--- src/rtl/input_conditioner_pkg.sv ---
// Shared types and constants for the combination-lock front end.
package lock_pkg;

    typedef enum logic [1:0] {
        IDLE         = 2'b00,
        PRESS_WAIT   = 2'b01,
        HELD         = 2'b10,
        RELEASE_WAIT = 2'b11
    } db_state_t;

    localparam int COMBO_W                 = 4;
    localparam int DEFAULT_DEBOUNCE_CYCLES = 500000;

endpackage

--- src/rtl/input_conditioner_if.sv ---
// Button/switch inputs and conditioned strobes/code between the board and the lock FSM.
interface input_conditioner_if;
    import lock_pkg::*;

    logic               changeKey;
    logic               enterKey;
    logic [COMBO_W-1:0] SW;
    logic               changePulse;
    logic               enterPulse;
    logic [COMBO_W-1:0] X;

    modport master (
        output changeKey, enterKey, SW,
        input  changePulse, enterPulse, X
    );

    modport slave (
        input  changeKey, enterKey, SW,
        output changePulse, enterPulse, X
    );

endinterface

--- src/rtl/input_conditioner_debounce_fsm.sv ---
// Per-button synchronizer plus debounce FSM; strobe is combinational and is registered by the top.
module debounce_fsm
    import lock_pkg::*;
#(
    parameter int DEBOUNCE_CYCLES = DEFAULT_DEBOUNCE_CYCLES,
    parameter int CNT_W           = 20
) (
    input  logic Clock,
    input  logic Resetn,
    input  logic pressed,
    output logic strobe
);

    localparam logic [CNT_W-1:0] CNT_LAST = CNT_W'(DEBOUNCE_CYCLES - 1);

    logic             r_sync_p0;
    logic             r_sync_p1;
    db_state_t        r_state;
    logic [CNT_W-1:0] r_cnt;
    logic             w_at_last;

    assign w_at_last = (r_cnt == CNT_LAST);

    // stage p0/p1: two-flop synchronizer, reset to the released level
    always_ff @(posedge Clock or negedge Resetn) begin
        if (!Resetn) begin
            r_sync_p0 <= 1'b0;
            r_sync_p1 <= 1'b0;
        end else begin
            r_sync_p0 <= pressed;
            r_sync_p1 <= r_sync_p0;
        end
    end

    // Starting in HELD means a key held through reset must be released before it can count.
    always_ff @(posedge Clock or negedge Resetn) begin
        if (!Resetn) begin
            r_state <= HELD;
            r_cnt   <= '0;
        end else begin
            case (r_state)
                IDLE: begin
                    if (r_sync_p1) begin
                        r_state <= PRESS_WAIT;
                        r_cnt   <= '0;
                    end
                end
                PRESS_WAIT: begin
                    if (!r_sync_p1)    r_state <= IDLE;
                    else if (w_at_last) r_state <= HELD;
                    else               r_cnt   <= r_cnt + CNT_W'(1);
                end
                HELD: begin
                    if (!r_sync_p1) begin
                        r_state <= RELEASE_WAIT;
                        r_cnt   <= '0;
                    end
                end
                RELEASE_WAIT: begin
                    if (r_sync_p1)      r_state <= HELD;
                    else if (w_at_last) r_state <= IDLE;
                    else                r_cnt   <= r_cnt + CNT_W'(1);
                end
                default: r_state <= HELD;
            endcase
        end
    end

    assign strobe = (r_state == PRESS_WAIT) && r_sync_p1 && w_at_last;

endmodule

--- src/rtl/input_conditioner.sv ---
// Lock front end: debounced single-cycle change/enter strobes and a code X captured with each strobe.
module input_conditioner
    import lock_pkg::*;
#(
    parameter int DEBOUNCE_CYCLES = DEFAULT_DEBOUNCE_CYCLES,
    parameter int CNT_W           = 20,
    parameter bit ACTIVE_LOW      = 1'b1
) (
    input  logic                Clock,
    input  logic                Resetn,
    input_conditioner_if.slave  bus
);

    logic [COMBO_W-1:0] r_sw_p0;
    logic [COMBO_W-1:0] r_sw_p1;
    logic               r_change_pulse;
    logic               r_enter_pulse;
    logic [COMBO_W-1:0] r_x;
    logic               w_change_lvl;
    logic               w_enter_lvl;
    logic               w_change_strobe;
    logic               w_enter_strobe;

    assign w_change_lvl = bus.changeKey ^ ACTIVE_LOW;
    assign w_enter_lvl  = bus.enterKey  ^ ACTIVE_LOW;

    debounce_fsm #(
        .DEBOUNCE_CYCLES (DEBOUNCE_CYCLES),
        .CNT_W           (CNT_W)
    ) u_change_db (
        .Clock   (Clock),
        .Resetn  (Resetn),
        .pressed (w_change_lvl),
        .strobe  (w_change_strobe)
    );

    debounce_fsm #(
        .DEBOUNCE_CYCLES (DEBOUNCE_CYCLES),
        .CNT_W           (CNT_W)
    ) u_enter_db (
        .Clock   (Clock),
        .Resetn  (Resetn),
        .pressed (w_enter_lvl),
        .strobe  (w_enter_strobe)
    );

    // stage p0/p1: switch-code synchronizer
    always_ff @(posedge Clock or negedge Resetn) begin
        if (!Resetn) begin
            r_sw_p0 <= '0;
            r_sw_p1 <= '0;
        end else begin
            r_sw_p0 <= bus.SW;
            r_sw_p1 <= r_sw_p0;
        end
    end

    // output stage: enter wins a tie and the change press is dropped, not deferred
    always_ff @(posedge Clock or negedge Resetn) begin
        if (!Resetn) begin
            r_change_pulse <= 1'b0;
            r_enter_pulse  <= 1'b0;
            r_x            <= '0;
        end else begin
            r_change_pulse <= w_change_strobe && !w_enter_strobe;
            r_enter_pulse  <= w_enter_strobe;
            if (w_change_strobe || w_enter_strobe) r_x <= r_sw_p1;
        end
    end

    assign bus.changePulse = r_change_pulse;
    assign bus.enterPulse  = r_enter_pulse;
    assign bus.X           = r_x;

endmodule

--- src/flat_wrapper.sv ---
// flat-port wrapper written by rule: the top's interface ports become plain ports
module input_conditioner_flat import lock_pkg::*;
#(
    parameter int DEBOUNCE_CYCLES = DEFAULT_DEBOUNCE_CYCLES,
    parameter int CNT_W           = 20,
    parameter bit ACTIVE_LOW      = 1'b1
)
  (Clock, Resetn, bus_changeKey, bus_enterKey, bus_SW, bus_changePulse, bus_enterPulse, bus_X);
  input_conditioner_if bus_i ();
  input  logic Clock;
  input  logic Resetn;
  input wire logic [$bits(bus_i.changeKey)-1:0] bus_changeKey;
  input wire logic [$bits(bus_i.enterKey)-1:0] bus_enterKey;
  input wire logic [$bits(bus_i.SW)-1:0] bus_SW;
  output wire logic [$bits(bus_i.changePulse)-1:0] bus_changePulse;
  output wire logic [$bits(bus_i.enterPulse)-1:0] bus_enterPulse;
  output wire logic [$bits(bus_i.X)-1:0] bus_X;
  assign bus_i.changeKey = bus_changeKey;
  assign bus_i.enterKey = bus_enterKey;
  assign bus_i.SW = bus_SW;
  assign bus_changePulse = bus_i.changePulse;
  assign bus_enterPulse = bus_i.enterPulse;
  assign bus_X = bus_i.X;
  input_conditioner #(.DEBOUNCE_CYCLES(DEBOUNCE_CYCLES), .CNT_W(CNT_W), .ACTIVE_LOW(ACTIVE_LOW)) u_core (.Clock(Clock), .Resetn(Resetn), .bus(bus_i));
endmodule
--- config.mk ---
export PLATFORM = sky130hd
export DESIGN_NAME = input_conditioner_flat
export DESIGN_NICKNAME = d
export VERILOG_FILES = /design/src/rtl/input_conditioner_pkg.sv /design/src/rtl/input_conditioner_if.sv /design/src/rtl/input_conditioner_debounce_fsm.sv /design/src/rtl/input_conditioner.sv /design/src/flat_wrapper.sv
export SDC_FILE = /design/constraint.sdc
export NUM_CORES = 1
export LEC_CHECK = 0
export ABC_AREA = 0
export BUFFER_PORTS_ARGS = -buffer_cell sky130_fd_sc_hd__clkbuf_2
export CAP_MARGIN = 25
export CORE_MARGIN = 10
export CORE_UTILIZATION = 60
export DETAILED_ROUTE_END_ITERATION = 7
export PLACE_DENSITY = 0.79
export SETUP_SLACK_MARGIN = 0.1
export SYNTH_ARGS = -nofsm -noshare
export SYNTH_HDL_FRONTEND = slang
export SYNTH_SLANG_ARGS = --single-unit
--- constraint.sdc ---
create_clock -name Clock -period 2.5 [get_ports Clock]
set_input_delay 0.375 -clock Clock [delete_from_list [all_inputs] [get_ports Clock]]
set_output_delay 0.375 -clock Clock [all_outputs]
set_load 0.03 [all_outputs]
==> results.sh, run 1 <==
export IMPL_io_buffers=13
export IMPL_fillers=406
export IMPL_cts_tree="yes"
export IMPL_synthSimpleGateAreaFrac_pct=26.1
export IMPL_period_share_pct=83.2
export IMPL_synth_fa_ha_area_share_pct=0.751
export IMPL_worst_hold_slack_ns=0.139
export IMPL_syn_area_sq_um=3330
export IMPL_ir_drop_v=0.000553
export IMPL_cts_sinks=62
export IMPL_hold_path_endpoint="u_core.r_sw_p0[3]"
export IMPL_drv_slew=0
export IMPL_grt_pass1_wl_um=12600
export IMPL_hold_path_cell_count=1
export IMPL_busiest_layer="met2"
export IMPL_num_nets_final=361
export IMPL_setup_slack_ns=0.420
export IMPL_hp_start="bus_SW[3]"
export IMPL_die_area_sq_um=8930
export IMPL_row_count=27
export IMPL_route_detailed_drc=0
export IMPL_num_io_pins=14
export IMPL_synth_yosys_seq_area_share_pct=46.7
export IMPL_antenna_found_initial=0
export IMPL_tightestPinTransition_ns=0.764
export IMPL_drt_iter0_drc=350
export IMPL_syn_num_nets=350
export IMPL_synth_seq_cells=62
export IMPL_worstSkewPairLatency_ns=0.34
export IMPL_seq_power_share_pct=54.4
export IMPL_cts_made_buffers=9
export IMPL_async_flop_share_pct=100
export IMPL_drtPass1Iterations=5
export IMPL_worstSetupStartpointType="flip-flop"
export IMPL_rsz0062_at_grt="false"
export IMPL_dpl_hpwl_um=4850
export IMPL_yosysWarnings=0
export IMPL_grt_pass1_vias=2587
export IMPL_antenna_left=0
export IMPL_diodes=0
export IMPL_worstReg2RegStart="u_core.u_enter_db.r_cnt[9]"
export IMPL_clkTransAtPathRegs_ns=0.07
export IMPL_path_delay_family="simple AND/OR/NAND/NOR gates"
export IMPL_clockBufferDepth=2
export IMPL_fin_crit_ns=2.08
export IMPL_grt_ovfl_total=0
export IMPL_core_sq_um=5440
export IMPL_die_w_um=94.5
export IMPL_muxShareOfSynthArea_pct=5.18
export IMPL_r2r_slack_ns=0.42
export IMPL_drive_above_1_share_pct=16.0
export IMPL_status="finished clean"
export IMPL_crit_required_ns=2.72
export IMPL_endpoint_kind="flip-flop"
export IMPL_critPathArrivalTime_ns=2.30
export IMPL_min_delay_path_class="in2reg"
export IMPL_crit_type="reg2reg"
export IMPL_slowest_stage="dfrtp_1"
export IMPL_combPwrFrac_pct=7.5
export IMPL_synth_edf_count=0
export IMPL_dp_slack_ns=0.440
export IMPL_yosysUniqueCellTypes=58
export IMPL_r2r_worst_path_cells=4
export IMPL_hold_buffers=0
export IMPL_slew_limit_headroom_pct=49.0
export IMPL_grt_usage_pct=17.3
export IMPL_grt_use_met3_pct=4.84
export IMPL_clockRootBuffer="clkbuf_8"
export IMPL_gp_congestion=0.817
export IMPL_cts_setup_buffers=0
export IMPL_initial_core_util_pct=61.2
export IMPL_skew_ns=0.00809
export IMPL_syn_inst=340
export IMPL_fmax_mhz=481
export IMPL_finalSetupViolations=0
export IMPL_dp_cells=411
export IMPL_cp_num_cells=4
export IMPL_tns_ns=0
export IMPL_reg2reg_to="u_core.u_enter_db.r_cnt[1]"
export IMPL_die_h_um=94.5
export IMPL_synth_compound_area_share_pct=16.0
export IMPL_synth_xor_area_share_pct=1.05
export IMPL_crit_chain="nor4b_1 > nand4b_1 > or2_1 > a221o_1"
export IMPL_leakage_nw=1.60
export IMPL_finalWirelength_um=7440
export IMPL_final_hold_violation_count=0
export IMPL_power_frac_clock_pct=38.1
export IMPL_synth_flop_cell="dfrtp_1"
export IMPL_drv_cap=0
export IMPL_p_sw_mw=0.562
export IMPL_vias=2844
export IMPL_swShare_pct=27.7
export IMPL_finalNonFillerCells=428
export IMPL_area_growth_pct=9.39
export IMPL_crit_buf_inv=0
export IMPL_synth_top_family_by_area="simple AND/OR/NAND/NOR gates"
export IMPL_routed_via_density=6.64
export IMPL_use_met2_pct=24.4
export IMPL_wl_per_cell_um=17.4
export IMPL_p_int_mw=1.47
export IMPL_syn_area_per_cell_sq_um=9.80
export IMPL_postCtsResizedCells=0
export IMPL_power_density_nw_per_um2=556
export IMPL_grt_max_degree=63
export IMPL_critPathMaxFanout=8
export IMPL_grt_use_met1_pct=24.2
export IMPL_slowest_delay_ns=0.45
export IMPL_htree_num_levels=3
-- cells by family (layout without fill, tap and decap cells) --
family / Yosys count / in the layout
AO/OA/AOI/OAI: 69 / 69
XOR/XNOR: 4 / 4
adder cells (fa/ha/maj): 2 / 2
buffers and inverters: 34 / 50
flip-flops: 62 / 62
multiplexers: 16 / 16
AND/OR/NAND/NOR: 153 / 153
-- metrics by stage --
| step | total power [mW] | util [%] | area [sq um] |
|---|---|---|---|
| after CTS | 2.04 | 66.9 | 3640 |
| after floorplan | 1.21 | - | 3330 |
| after global placement | 1.26 | 63.7 | 3460 |
| final | 2.03 | 67.0 | 3640 |
| after global routing | 2.11 | 67.0 | 3640 |
| after detailed placement | 1.27 | 63.7 | 3460 |
-- layer usage --
metal | vias up | wire (um)
met2 | 132 | 3390
met1 | 1374 | 3390
met5 | - | 0
met4 | 0 | 115
li1 | 1327 | -
met3 | 11 | 541
-- state kept, by name, indices dropped and copies added, names as in the netlist, named ones only --
name	flops
u_core.bus.X	4
u_core.u_change_db.r_state	1
u_core.u_enter_db.r_state	1
u_core.bus.enterPulse	1
u_core.bus.changePulse	1
u_core.u_change_db.r_sync_p0	1
u_core.r_sw_p0	4
u_core.u_enter_db.r_sync_p0	1
u_core.u_change_db.r_cnt	20
u_core.u_enter_db.r_cnt	20
u_core.r_sw_p1	4
u_core.u_change_db.r_sync_p1	1
u_core.u_enter_db.r_sync_p1	1
-- layout by cell type (no fill, tap or decap), types with 3 or more instances in the layout --
master      count
inv_1          11
a21oi_1         7
o2bb2ai_1       3
a31oi_1        11
nor2_1         17
and3_1          9
mux2_2          6
and2_1         10
clkbuf_8        9
a211o_1         5
o21ai_0        12
dfrtp_1        60
nor4b_1         3
a221o_1         6
nor3_1         17
nand2_1        33
buf_4           9
nand4_1        15
nor4_1         16
mux2i_1         9
and4_1          8
clkbuf_2       13
o41ai_1         6
nand3_1         8
clkinvlp_4      3
a41o_1          3
-- worst max-delay path by stage --
stage / start / end / slack (ns)
after global routing: u_core.u_enter_db.r_cnt[9] / flip-flop / 0.23
after floorplan: u_core.u_change_db.r_cnt[0] / u_core.bus.X[0] / 0.55
after CTS: u_core.u_change_db.r_cnt[0] / u_core.bus.X[2] / 0.42
final: u_core.u_enter_db.r_cnt[9] / u_core.u_enter_db.r_cnt[1] / 0.42
after global placement: u_core.u_change_db.r_cnt[0] / u_core.bus.X[1] / 0.47
after detailed placement: u_core.u_change_db.r_cnt[0] / u_core.bus.X[1] / 0.44
-- synth_stat cells (3+ instances only) --
cell type / n / area share [%]
a221o_1: 6 / 1.8
and4_1: 8 / 2.1
a21oi_1: 7 / 1.1
buf_2: 3 / 0.45
dfrtp_1: 60 / 45
a211o_1: 5 / 1.3
o41ai_1: 6 / 1.6
nor4_1: 16 / 3.0
o21ai_0: 12 / 1.8
nor3_1: 17 / 2.6
o2bb2ai_1: 3 / 0.79
inv_1: 11 / 1.2
clkbuf_1: 17 / 1.9
a41o_1: 3 / 0.90
and3_1: 9 / 1.7
nand2_1: 33 / 3.7
nand3_1: 8 / 1.2
and2_1: 10 / 1.9
mux2_2: 6 / 2.0
nor4b_1: 3 / 0.79
nor2_1: 17 / 1.9
a31oi_1: 11 / 2.1
nand4_1: 15 / 2.8
mux2i_1: 9 / 2.7
-- layout make-up --
class,instances,area (sq um),share of cell area [%]
Inverter,12,47.5,1.30
Multi-Input combinational cell,244,1650,45.2
Timing Repair Buffer,22,133,3.64
Tap cell,72,90.1,2.47
Clock inverter,7,50.0,1.37
Clock buffer,9,124,3.40
Sequential cell,62,1550,42.7
-- power by group through the flow --
stage | clock, mW | sequential [mW] | combinational, mW
floorplan | 0 | 1.11 | 0.101
global placement | 0 | 1.12 | 0.147
detailed placement | 0 | 1.12 | 0.152
CTS | 0.788 | 1.10 | 0.153
global route | 0.829 | 1.11 | 0.170
finish | 0.772 | 1.10 | 0.153
(Power assumes the default switching activity.)
==> run 2: changes to the inputs <==
Settings changed: CORE_UTILIZATION 60 to 55, PLACE_DENSITY 0.79 to 0.76.
Clock period 2.5 ns to 1.9 ns, I/O delays scaled along.
==> run 2 against run 1 <==
Against the previous run: the flow now finishes with violations (setup timing); utilization increased by 3.5 points; critical path depth up 2; design area is 14% higher; clock skew up 0.0019 ns; largest cell class unchanged; highest routed layer unchanged; combinational power grew 110%; count of clock-buffer cells in the layout is the same.
==> results.sh, run 2 (synthesis gave the netlist of run 1 again) <==
export IMPL_regArea_sq_um=1560
export IMPL_drtPass1Iterations=5
export IMPL_num_nets_final=411
export IMPL_drv_cap=0
export IMPL_fillers=420
export IMPL_fin_crit_ns=2.00
export IMPL_power_density_nw_per_um2=683
export IMPL_row_count=28
export IMPL_min_delay_path_class="in2reg"
export IMPL_wl_per_cell_um=17.7
export IMPL_antenna_left=0
export IMPL_grt_max_degree=46
export IMPL_gp_congestion=0.977
export IMPL_critPathMaxFanout=4
export IMPL_diodes=0
export IMPL_initial_core_util_pct=56.6
export IMPL_setup_slack_ns=-0.0970
export IMPL_reg_top3="u_core.u_change_db.r_cnt: 20 flops, u_core.u_enter_db.r_cnt: 20 flops"
export IMPL_die_area_sq_um=9570
export IMPL_cts_tree="yes"
export IMPL_drive_above_1_share_pct=29.1
export IMPL_routed_via_density=6.42
export IMPL_die_h_um=97.8
export IMPL_finalWirelength_um=8520
export IMPL_route_detailed_drc=0
export IMPL_final_common_cell="dfrtp_1"
export IMPL_final_hold_violation_count=0
export IMPL_tns_ns=-0.745
export IMPL_drv_slew=0
export IMPL_dpl_hpwl_um=5690
export IMPL_ir_drop_v=0.000669
export IMPL_grt_pass1_wl_um=14100
export IMPL_worstSkewPairLatency_ns=0.36
export IMPL_area_growth_pct=24.6
export IMPL_rsz0062_at_grt="true"
export IMPL_fin_area_sq_um=4150
export IMPL_worstSetupStartpointType="flip-flop"
export IMPL_failed_checks="setup timing"
export IMPL_fmax_mhz=501
export IMPL_grt_ovfl_total=0
export IMPL_critPathArrivalTime_ns=2.24
export IMPL_multi_input_area_sq_um=1730
export IMPL_slew_limit_headroom_pct=53.9
export IMPL_htree_num_levels=3
export IMPL_skew_ns=0.0100
export IMPL_crit_type="reg2reg"
export IMPL_core_sq_um=5890
export IMPL_clkTransAtPathRegs_ns=0.08
export IMPL_antenna_found_initial=0
export IMPL_drt_iter0_drc=392
export IMPL_num_io_pins=14
export IMPL_crit_required_ns=2.14
export IMPL_cts_sinks=62
export IMPL_finalSetupViolations=21
export IMPL_period_share_pct=105
export IMPL_clockBufferDepth=2
export IMPL_grt_pass1_vias=2853
export IMPL_cts_made_buffers=9
export IMPL_clockRootBuffer="clkbuf_8"
export IMPL_leakage_nw=1.89
export IMPL_endpoint_kind="flip-flop"
export IMPL_grt_usage_pct=17.4
export IMPL_tightestPinTransition_ns=0.686
export IMPL_dpl_cell_area_sq_um=3810
export IMPL_die_w_um=97.8
export IMPL_final_cell_mix="58 x dfrtp_1, 52 x buf_4, 33 x nand2_1, 17 x nor2_1, 16 x nor3_1"
export IMPL_vias=3089
export IMPL_io_buffers=13
export IMPL_status="complete, but fails checks"
## run 2: cell count changes in the layout (fill, tap and decap cells not counted), moves of 2 or more
cell / before / now
buf_6: 0 / 4
nor4b_1: 3 / 1
nor4_4: 0 / 2
dfrtp_1: 60 / 58
dfrtp_2: 0 / 2
buf_4: 9 / 52
inv_6: 1 / 4
nor4b_2: 0 / 2
nor4_1: 16 / 14
## run 2: through the flow
| stage | util, % | setup slack [ns] | std cells | total power, mW | hold WS [ns] |
|---|---|---|---|---|---|
| 3_3_place_gp | 64.8 | 0.00581 | 458 | 1.74 | 0.271 |
| 6_report | 70.5 | -0.0970 | 481 | 2.83 | 0.0371 |
| 4_1_cts | 69.0 | -0.0491 | 478 | 2.82 | 0.0335 |
| 2_1_floorplan | - | -0.0372 | 340 | 1.59 | -0.0106 |
| 5_1_grt | 70.5 | -0.118 | 481 | 2.94 | 0.0304 |
| 3_5_place_dp | 64.8 | -0.0369 | 458 | 1.75 | 0.277 |
## run 2: critical path, stage by stage (launching register included)
cell	delay (ns)
dfrtp_1	0.43
nor4_4	0.34
nand4_1	0.29
buf_4	0.24
o21ai_4	0.23
inv_4	0.07
mux2_4	0.29
## run 2: final cells by class
class	instances	area share, %
multi-input cells	244	41.6
flip-flops and latches	62	37.5
clock inverters	7	1.33
inverters	12	1.15
repair buffers	72	13.1
well taps	75	2.26
clock buffers	9	2.98
## run 2: power by group
part           switching (mW)  leakage, nW  total [mW]  internal (mW)
clock                   0.601       0.0870        1.09          0.488
combinational           0.176        0.985       0.324          0.148
sequential             0.0459        0.817        1.42           1.38
## run 2: worst paths after layout
kind                                               from                     endpoint  slack (ns)  cells after the start
min                                           bus_SW[1]            u_core.r_sw_p0[1]        0.04                      1
max                        u_core.u_change_db.r_cnt[14]  u_core.u_change_db.r_cnt[0]        -0.1                      6
min reg2reg                           u_core.r_sw_p0[2]            u_core.r_sw_p1[2]        0.35                      0
min in group asynchronous                        Resetn  u_core.u_enter_db.r_cnt[10]        0.43                      2
max reg2reg                u_core.u_change_db.r_cnt[14]  u_core.u_change_db.r_cnt[0]        -0.1                      6
max in group asynchronous                        Resetn                    async pin        0.81                      3
## run 2: per-layer routing
layer / wire, um / share of wire (%) / GRT usage, % / vias up
met5: 0 / 0 / 0 / -
met4: 205 / 2.4 / 6.49 / 0
met3: 659 / 7.7 / 4.37 / 27
met2: 3870 / 45 / 25.7 / 166
met1: 3780 / 44 / 23.9 / 1470
li1: - / - / - / 1426
## run 2: repair_timing
action	4_1_cts	5_1_grt
hold buffers	1	0
setup buffers	3	3
resized for setup	10	12
hold endpoints to repair	16	0
setup endpoints to repair	22	41
pin swaps	7	7
